### src/rtl/and_unit_arbiter_pkg.sv
`default_nettype none
// and_unit_arbiter_pkg: state encoding and default sizing shared by the arbiter slice.
// Revision: 1.0
package and_unit_arbiter_pkg;

  typedef enum logic [1:0] {
    ST_IDLE = 2'd0,
    ST_EXEC = 2'd1,
    ST_RESP = 2'd2
  } state_e;

  localparam int DEF_WIDTH = 8;
  localparam int DEF_NREQ  = 4;

endpackage
`default_nettype wire

### src/rtl/and_unit_arbiter_and_vec.sv
`default_nettype none
// and_vec: WIDTH-bit bitwise AND built from replicated 1-bit cells.
// Revision: 1.0
module and_vec #(
  parameter int WIDTH = 8
) (
  input  logic [WIDTH-1:0] a_i,
  input  logic [WIDTH-1:0] b_i,
  output logic [WIDTH-1:0] c_o
);

  for (genvar i = 0; i < WIDTH; i++) begin : g_bit
    assign c_o[i] = a_i[i] & b_i[i];
  end

endmodule
`default_nettype wire

### src/rtl/and_unit_arbiter.sv
`default_nettype none
// and_unit_arbiter: round-robin sequencer sharing one WIDTH-bit AND unit among NREQ clients.
// Revision: 1.0
module and_unit_arbiter
  import and_unit_arbiter_pkg::*;
#(
  parameter int    WIDTH = DEF_WIDTH,
  parameter int    NREQ  = DEF_NREQ,
  localparam int   IDW   = (NREQ > 1) ? $clog2(NREQ) : 1
) (
  input  logic                  clk,
  input  logic                  rst,
  input  logic [NREQ-1:0]       req_valid_i,
  input  logic [NREQ*WIDTH-1:0] req_a_i,
  input  logic [NREQ*WIDTH-1:0] req_b_i,
  output logic [NREQ-1:0]       req_ready_o,
  output logic                  rsp_valid_o,
  output logic [IDW-1:0]        rsp_id_o,
  output logic [WIDTH-1:0]      rsp_data_o,
  input  logic                  rsp_ready_i,
  output logic                  busy_o
);

  state_e            state_q;
  logic [IDW-1:0]    ptr_q;
  logic [IDW-1:0]    ptr_d;
  logic [IDW-1:0]    id_q;
  logic [WIDTH-1:0]  a_q;
  logic [WIDTH-1:0]  b_q;
  logic              rsp_valid_q;
  logic [IDW-1:0]    rsp_id_q;
  logic [WIDTH-1:0]  rsp_data_q;

  logic              w_any;
  logic [IDW-1:0]    w_win;
  logic [WIDTH-1:0]  w_a;
  logic [WIDTH-1:0]  w_b;
  logic [WIDTH-1:0]  w_and;

  // First valid requester scanning upward from ptr, wrapping at NREQ.
  function automatic logic [IDW-1:0] rr_pick(input logic [NREQ-1:0] valid,
                                             input logic [IDW-1:0]  ptr);
    logic [IDW-1:0] win;
    logic           found;
    int             idx;
    win   = '0;
    found = 1'b0;
    for (int k = 0; k < NREQ; k++) begin
      idx = (int'(ptr) + k) % NREQ;
      if (!found && valid[idx]) begin
        found = 1'b1;
        win   = IDW'(idx);
      end
    end
    return win;
  endfunction

  assign w_any = |req_valid_i;
  assign w_win = rr_pick(req_valid_i, ptr_q);

  always_comb begin
    w_a = '0;
    w_b = '0;
    for (int i = 0; i < NREQ; i++) begin
      if (w_win == IDW'(i)) begin
        w_a = req_a_i[i*WIDTH +: WIDTH];
        w_b = req_b_i[i*WIDTH +: WIDTH];
      end
    end
  end

  always_comb begin
    req_ready_o = '0;
    if (!rst && (state_q == ST_IDLE) && w_any) begin
      req_ready_o[w_win] = 1'b1;
    end
  end

  assign ptr_d = (id_q == IDW'(NREQ - 1)) ? '0 : id_q + 1'b1;

  and_vec #(.WIDTH(WIDTH)) u_and_vec (
    .a_i (a_q),
    .b_i (b_q),
    .c_o (w_and)
  );

  always_ff @(posedge clk or posedge rst) begin
    if (rst) begin
      state_q     <= ST_IDLE;
      ptr_q       <= '0;
      id_q        <= '0;
      a_q         <= '0;
      b_q         <= '0;
      rsp_valid_q <= 1'b0;
      rsp_id_q    <= '0;
      rsp_data_q  <= '0;
    end else begin
      case (state_q)
        ST_IDLE: begin
          if (w_any) begin
            a_q     <= w_a;
            b_q     <= w_b;
            id_q    <= w_win;
            state_q <= ST_EXEC;
          end
        end
        ST_EXEC: begin
          rsp_data_q  <= w_and;
          rsp_id_q    <= id_q;
          rsp_valid_q <= 1'b1;
          state_q     <= ST_RESP;
        end
        ST_RESP: begin
          if (rsp_ready_i) begin
            rsp_valid_q <= 1'b0;
            ptr_q       <= ptr_d;
            state_q     <= ST_IDLE;
          end
        end
        default: state_q <= ST_IDLE;
      endcase
    end
  end

  assign rsp_valid_o = rsp_valid_q;
  assign rsp_id_o    = rsp_id_q;
  assign rsp_data_o  = rsp_data_q;
  assign busy_o      = (state_q != ST_IDLE);

endmodule
`default_nettype wire

### config.mk
export PLATFORM = sky130hd
export DESIGN_NAME = and_unit_arbiter
export DESIGN_NICKNAME = d
export VERILOG_FILES = /design/src/rtl/and_unit_arbiter_pkg.sv /design/src/rtl/and_unit_arbiter_and_vec.sv /design/src/rtl/and_unit_arbiter.sv
export SDC_FILE = /design/constraint.sdc
export NUM_CORES = 1
export LEC_CHECK = 0
export CORE_MARGIN = 2
export CORE_UTILIZATION = 50
export DETAILED_ROUTE_END_ITERATION = 10
export DONT_BUFFER_PORTS = 1
export PLACE_DENSITY_LB_ADDON = 0.05
export REMOVE_ABC_BUFFERS = 1
export SKIP_LAST_GASP = 1
export SYNTH_ARGS = -nofsm -noshare
export SYNTH_HDL_FRONTEND = slang
export SYNTH_SLANG_ARGS = --single-unit
### constraint.sdc
create_clock -name clk -period 2.6 [get_ports clk]
set_input_delay 0.52 -clock clk [delete_from_list [all_inputs] [get_ports clk]]
set_output_delay 0.52 -clock clk [all_outputs]
set_load 0.01 [all_outputs]
==> results of run 1 <==
[cell type report]
type,count,area (um2),area share (%)
multi-input combinational,145,1020,48.6
timing repair buffer,10,75.1,3.57
clock inverter,1,5.00,0.238
clock buffer,7,96.3,4.58
sequential,33,826,39.3
inverter,4,18.8,0.893
tap,48,60.1,2.86
[synth_stat cells]
cell type  instances
o221a_2           16
nor4_4             1
dfrtp_1           33
ha_1               1
clkbuf_1           6
o21ba_2            1
o211a_1            1
and2_1             2
and4_1             2
nor2_4             1
mux2i_1            1
nand2_1           21
nand3b_1           1
nor2b_1            1
mux2_2            19
o31ai_1            1
buf_4              1
nand2b_1           3
buf_2              3
or3_1              1
o21bai_1           1
a21oi_1            3
nand3_2            2
or2_1              2
o211ai_1           1
buf_6              2
nor4_1             3
nor2_1             1
nand3_1           30
inv_1              4
or2b_2             1
a21o_2             1
or2b_1             1
o21ai_0           26
[what timing repair did]
item / CTS / global route
gates resized for setup: 0 / 2
hold endpoints to repair: 0 / 0
setup endpoints to repair: 0 / 3
[path summary, 6_finish.rpt]
path                                        start                      end  slack [ns]
setup / recovery             ptr_q[1]$_DFFE_PP0P_           req_ready_o[3]        0.11
hold / removal                                rst   state_q[0]$_DFFE_PP0P_        0.05
setup reg to reg           state_q[1]$_DFFE_PP0P_       b_q[7]$_DFFE_PP0P_        0.38
hold reg to reg            state_q[1]$_DFFE_PP0P_  rsp_valid_o$_DFFE_PP0P_        0.53
max in group asynchronous                     rst      id_q[0]$_DFFE_PP0P_        1.91
min in group clk                      rsp_ready_i   state_q[1]$_DFFE_PP0P_        0.36
[metrics by stage]
step	instances	TNS [ns]	worst slack (ns)	util [%]
final	248	0	0.114	57.0
after global routing	248	-0.00275	-0.00275	57.0
after CTS	248	0	0.0799	56.7
after detailed placement	240	0	0.243	54.0
after global placement	240	0	0.361	54.0
after floorplan	182	0	0.175	-
[routing by layer]
layer	global-route usage, %	wire, um	share of wire [%]	vias to the layer above
met5	0	0	0	-
li1	-	-	-	736
met3	7.50	396	8.3	7
met4	6.63	44	0.92	0
met1	31.6	2070	43	788
met2	36.4	2250	47	79
[logic make-up (layout without fill, tap and decap cells)]
family / count (synthesis) / in the layout / synth area share, %
simple gates: 73 / 73 / 20.9
compound gates: 51 / 51 / 19.6
fa+ha+maj: 1 / 1 / 0.651
buf+inv: 16 / 22 / 4.29
mux: 20 / 20 / 11.6
flops: 33 / 33 / 42.9
[report_power, final]
part	switching, mW	internal [mW]
Combinational	0.621	0.561
Sequential	0.206	0.769
Clock	0.180	0.239
[registers in the layout, summed over array words and instances, names as in the netlist]
name,count
ptr_q,2
rsp_id_o,2
rsp_valid_o,1
b_q,8
id_q,2
rsp_data_o,8
state_q,2
a_q,8
[cell usage in the layout (no fill, tap or decap), types with 2 or more instances in the layout]
master and n:
mux2_2 19, clkbuf_8 7, nand2_1 21, or2_1 2
o21ai_0 26, nor4_1 2, and2_1 2, nand3_2 2
nand2b_1 3, inv_1 3, nand3_1 30, a21oi_1 3
o221a_2 16, buf_4 10, and4_1 2, dfrtp_1 33
[worst max-delay path, delay by kind of cell, from the launching register on]
kind | cells | cell delay [ns]
flip-flops | 1 | 0.42
AND/OR/NAND/NOR | 4 | 1.10
buffers and inverters | 1 | 0.17
==> results.txt, run 1 <==
outcome: finished clean
Routed WL: 4760 um
TritonCTS buffer count: 5
Post-DP HPWL: 3530 um
Seq/Total Area, Yosys: 42.9%
RSZ-0062 raised after global routing: yes
synth unique cells: 34
GPL Wtd Cong: 0.786
# rows: 22
Vias/cell: 6.49
WL/cell: 19.2 um
boundary pin count: 87
area leader, netlist: dfrtp_1
Synth Register Bits: 33
# setup viols final: 0
Buffers on Ports: 0
largest net degree at the start of global routing: 29
Slew Limit Fails: 0
Hold WC Path Type: in2async
CTS clk-pin slew, worst paths: 0.07 ns
fmax: 402 MHz
hold violation count in the final report: 0
sequence of cells on the critical path: and2_1 > and2_1 > or3_1 > nor4_1 > buf_4
DRT iter0 DRCs: 76
initial antenna violation count: 0
Pwr Density: 1230 mW/mm2
synth top area cells: dfrtp_1, mux2_2, o221a_2, nand3_1, o21ai_0
max_cap viols: 0
vias in the first global route: 1556
CTS tree: yes
worst-path fanout max: 6
total gr overflow: 0
die area: 0.00436 mm2
Die H: 66.0 um
slowest cell delay on critical path: 0.43 ns
DRT Pass-1 Iters: 4
Hold Worst Slack: 0.0472 ns
Setup CP Type: reg2out
post-CTS setup buffer count: 0
Rel. slew slack: 61.5%
routed vias: 1610
CP required: 2.08 ns
Nets: 271
CTS max path bufs: 2
area grow syn2layout: 9.30%
gr usage total: 23.5%
most numerous cell on the critical path: and2_1
CTS H-tree depth: 2
Die W: 66.0 um
final total power: 2.58 mW
antenna diode count: 0
CP Capture Type: primary output
Leakage Power: 0.852 nW
VDD IR max: 599 uV
Placement Cell Area: 0.00199 mm2
Startpoint Class: register
period utilisation layout: 95.6%
Sink Count: 33
layout cell share with drive strength beyond 1: 31.0%
Least-Margin Pin Slew: 0.576 ns
post-detailed-route count of antenna-violating nets: 0
CTS root buffer: clkbuf_8
worst r2r path cells: 5
clk_lat worst skew: 0.28 ns
# DRC: 0
initial core utilization: 52.1%
Mapped Avg Cell Area: 9.91 um2
Layout Skew: 0.00250 ns
Hold Buf Count CTS: 0
fin crit period: 2.49 ns
Syn. warnings: 0
Mapped Area: 0.00192 mm2
Final Cell Area: 0.00210 mm2
Filler Cell Count: 361
slowest CP cell: or3_1
post-synthesis instance total: 194
Yosys top cell area share: 42.9%
first-pass GRT wire length: 7640 um
arrival time at the worst endpoint: 1.97 ns
core box area: 0.00369 mm2
(Power assumes the default switching activity.)
==> inputs of run 2 (changes only) <==
--- a/config.mk
+++ b/config.mk
@@ -6,7 +6,7 @@
 export NUM_CORES = 1
 export LEC_CHECK = 0
 export CORE_MARGIN = 2
-export CORE_UTILIZATION = 50
+export CORE_UTILIZATION = 35
 export DETAILED_ROUTE_END_ITERATION = 10
 export DONT_BUFFER_PORTS = 1
 export PLACE_DENSITY_LB_ADDON = 0.05
@@ -14,4 +14,5 @@
 export SKIP_LAST_GASP = 1
 export SYNTH_ARGS = -nofsm -noshare
 export SYNTH_HDL_FRONTEND = slang
+export SYNTH_HIERARCHICAL = 1
 export SYNTH_SLANG_ARGS = --single-unit
==> run 2 against run 1 <==
Effect of this change: combinational power is 8% higher; die area is 43% higher; synthesized cell count is 4.6% lower; first-iteration DRC count is 22% lower.
==> results.txt, run 2 <==
outcome: finished clean
routed vias: 1541
post-CTS setup buffer count: 0
Vias/cell: 5.86
ys flop type: dfrtp_1
synth unique cells: 35
TritonCTS buffer count: 5
cell with the most instances after synthesis: dfrtp_1
area leader, netlist: dfrtp_1
post-detailed-route count of antenna-violating nets: 0
Reg2Reg Launch Point: state_q[1]$_DFFE_PP0P_
CTS clk-pin slew, worst paths: 0.07 ns
Nets: 262
fin crit period: 2.48 ns
commonest non-fill, non-tap cells in the layout: dfrtp_1, nand3_1, mux2_2
Final WS setup: 0.117 ns
RSZ-0062 raised after global routing: no
clk_lat worst skew: 0.28 ns
footprint of the multi-input gates: 0.00107 mm2
max_cap viols: 0
first-pass GRT wire length: 8160 um
sequence of cells on the critical path: and2_1 > and2_1 > or3_1 > nor4_2 > buf_4
arrival time at the worst endpoint: 1.96 ns
Filler Cell Count: 562
DRT iter0 DRCs: 59
CP delay by family, top: simple AND/OR/NAND/NOR gates
Routed WL: 5270 um
CTS H-tree depth: 2
DRT Pass-1 Iters: 4
Mapped Avg Cell Area: 10.6 um2
Buffers on Ports: 0
clock share of power: 15.9%
TNS Setup: 0 ns
asr flop ratio synth: 100%
switching pwr: 1.02 mW
Hold Buf Count CTS: 0
synth top area cells: dfrtp_1, mux2_2, o221a_2, nand3_1, o21ai_0
largest net degree at the start of global routing: 34
worst r2r path cells: 5
# DRC: 0
CP required: 2.08 ns
Reg2Reg Capture Point: b_q[1]$_DFFE_PP0P_
vias in the first global route: 1637
commonest non-fill, non-tap cell in the layout: dfrtp_1
pre-CTS setup slack: 0.297 ns
slowest cell delay on critical path: 0.45 ns
# rows: 27
Hold Worst Slack: 0.268 ns
Die H: 78.8 um
r2r setup slk: 0.40 ns
Least-Margin Pin Slew: 0.569 ns
worst-path fanout max: 6
initial antenna violation count: 0
die area: 0.00622 mm2
slowest CP cell: or3_1
Sink Count: 33
Setup CP Type: reg2out
CTS tree: yes
WL/cell: 20.0 um
Leakage Power: 0.846 nW
Startpoint Class: register
post-layout util: 39.7%
Rel. slew slack: 62.0%
total gr overflow: 0
sequential share of power: 36.6%
layout cell share with drive strength beyond 1: 37.2%
WP buf/inv: 1
Yosys top cell area share: 42.1%
GPL Wtd Cong: 0.828
Mapped Area: 0.00196 mm2
Combinational Power Share: 47.5%
area grow syn2layout: 10.8%
Die W: 78.8 um
fmax: 403 MHz
initial core utilization: 35.8%
Layout Skew: 0.00777 ns
FF+latch area: 826 um2
hold violation count in the final report: 0
placed insts: 255
Synth Register Bits: 33
CP startpoint: ptr_q[1]$_DFFE_PP0P_
core box area: 0.00547 mm2
VDD IR max: 536 uV
# setup viols final: 0
period utilisation layout: 95.5%
CP Capture Type: primary output
Syn. warnings: 6
internal power: 1.65 mW
number of synthesized flops with an enable pin: 0
gr usage total: 17.1%
Synth top cells by count: dfrtp_1, nand3_1, mux2_2
post-synthesis instance total: 185
Hold WC Path Type: in2async
CTS root buffer: clkbuf_8
Post-DP HPWL: 3790 um
most numerous cell on the critical path: and2_1
boundary pin count: 87
CTS max path bufs: 2
switching part of the total: 38.3%
fin cells: 263
antenna diode count: 0
Pwr Density: 1230 mW/mm2
Slew Limit Fails: 0
Seq/Total Area, Yosys: 42.1%
run 2: power groups by stage:
| stage | Combinational [mW] | Sequential, mW | Clock (mW) |
|---|---|---|---|
| after floorplan | 0.963 | 0.935 | 0 |
| final | 1.27 | 0.981 | 0.425 |
| after detailed placement | 1.27 | 0.994 | 0 |
| after CTS | 1.28 | 0.984 | 0.440 |
| after global routing | 1.42 | 1.02 | 0.462 |
| after global placement | 1.24 | 0.989 | 0 |
run 2: logic make-up after synthesis:
| group | share of synthesized area [%] |
|---|---|
| compound gates | 16.9 |
| flops | 42.1 |
| fa+ha+maj | 0.638 |
| mux | 16.0 |
| simple gates | 20.3 |
| buf+inv | 4.02 |
run 2: what timing repair did:
| action | 4_1_cts | 5_1_grt |
|---|---|---|
| endpoints found under the setup margin | 0 | 4 |
| endpoints found under the hold margin | 0 | 0 |
| gates resized for setup | 0 | 3 |
run 2: cell type report:
type	instances	area share [%]
multi-input combinational	137	49.2
clock buffer	7	4.44
timing repair buffer	9	3.11
sequential	33	38.0
inverter	4	0.864
clock inverter	1	0.230
tap	72	4.15
run 2: worst max-delay path by stage:
stage / end / slack (ns) / depth (start not counted)
after floorplan: req_ready_o[3] / 0.17 / 4
after global placement: a_q[2]$_DFFE_PP0P_ / 0.33 / 5
after detailed placement: b_q[1]$_DFFE_PP0P_ / 0.30 / 5
after CTS: req_ready_o[3] / 0.08 / 5
after global routing: req_ready_o[3] / 0.02 / 5
final: req_ready_o[3] / 0.12 / 5
run 2: routing by layer:
layer / track usage, % / vias up / part of all wire, %
met5: 0 / - / 0
met4: 8.45 / 0 / 2.9
met3: 5.45 / 12 / 7.1
met2: 26.3 / 63 / 47
met1: 21.8 / 756 / 43
li1: - / 710 / -
run 2: stage by stage:
stage	power (mW)	cell area (um2)
2_1_floorplan	1.90	1900
3_3_place_gp	2.22	2050
3_5_place_dp	2.26	2050
4_1_cts	2.70	2160
5_1_grt	2.90	2170
6_report	2.68	2170
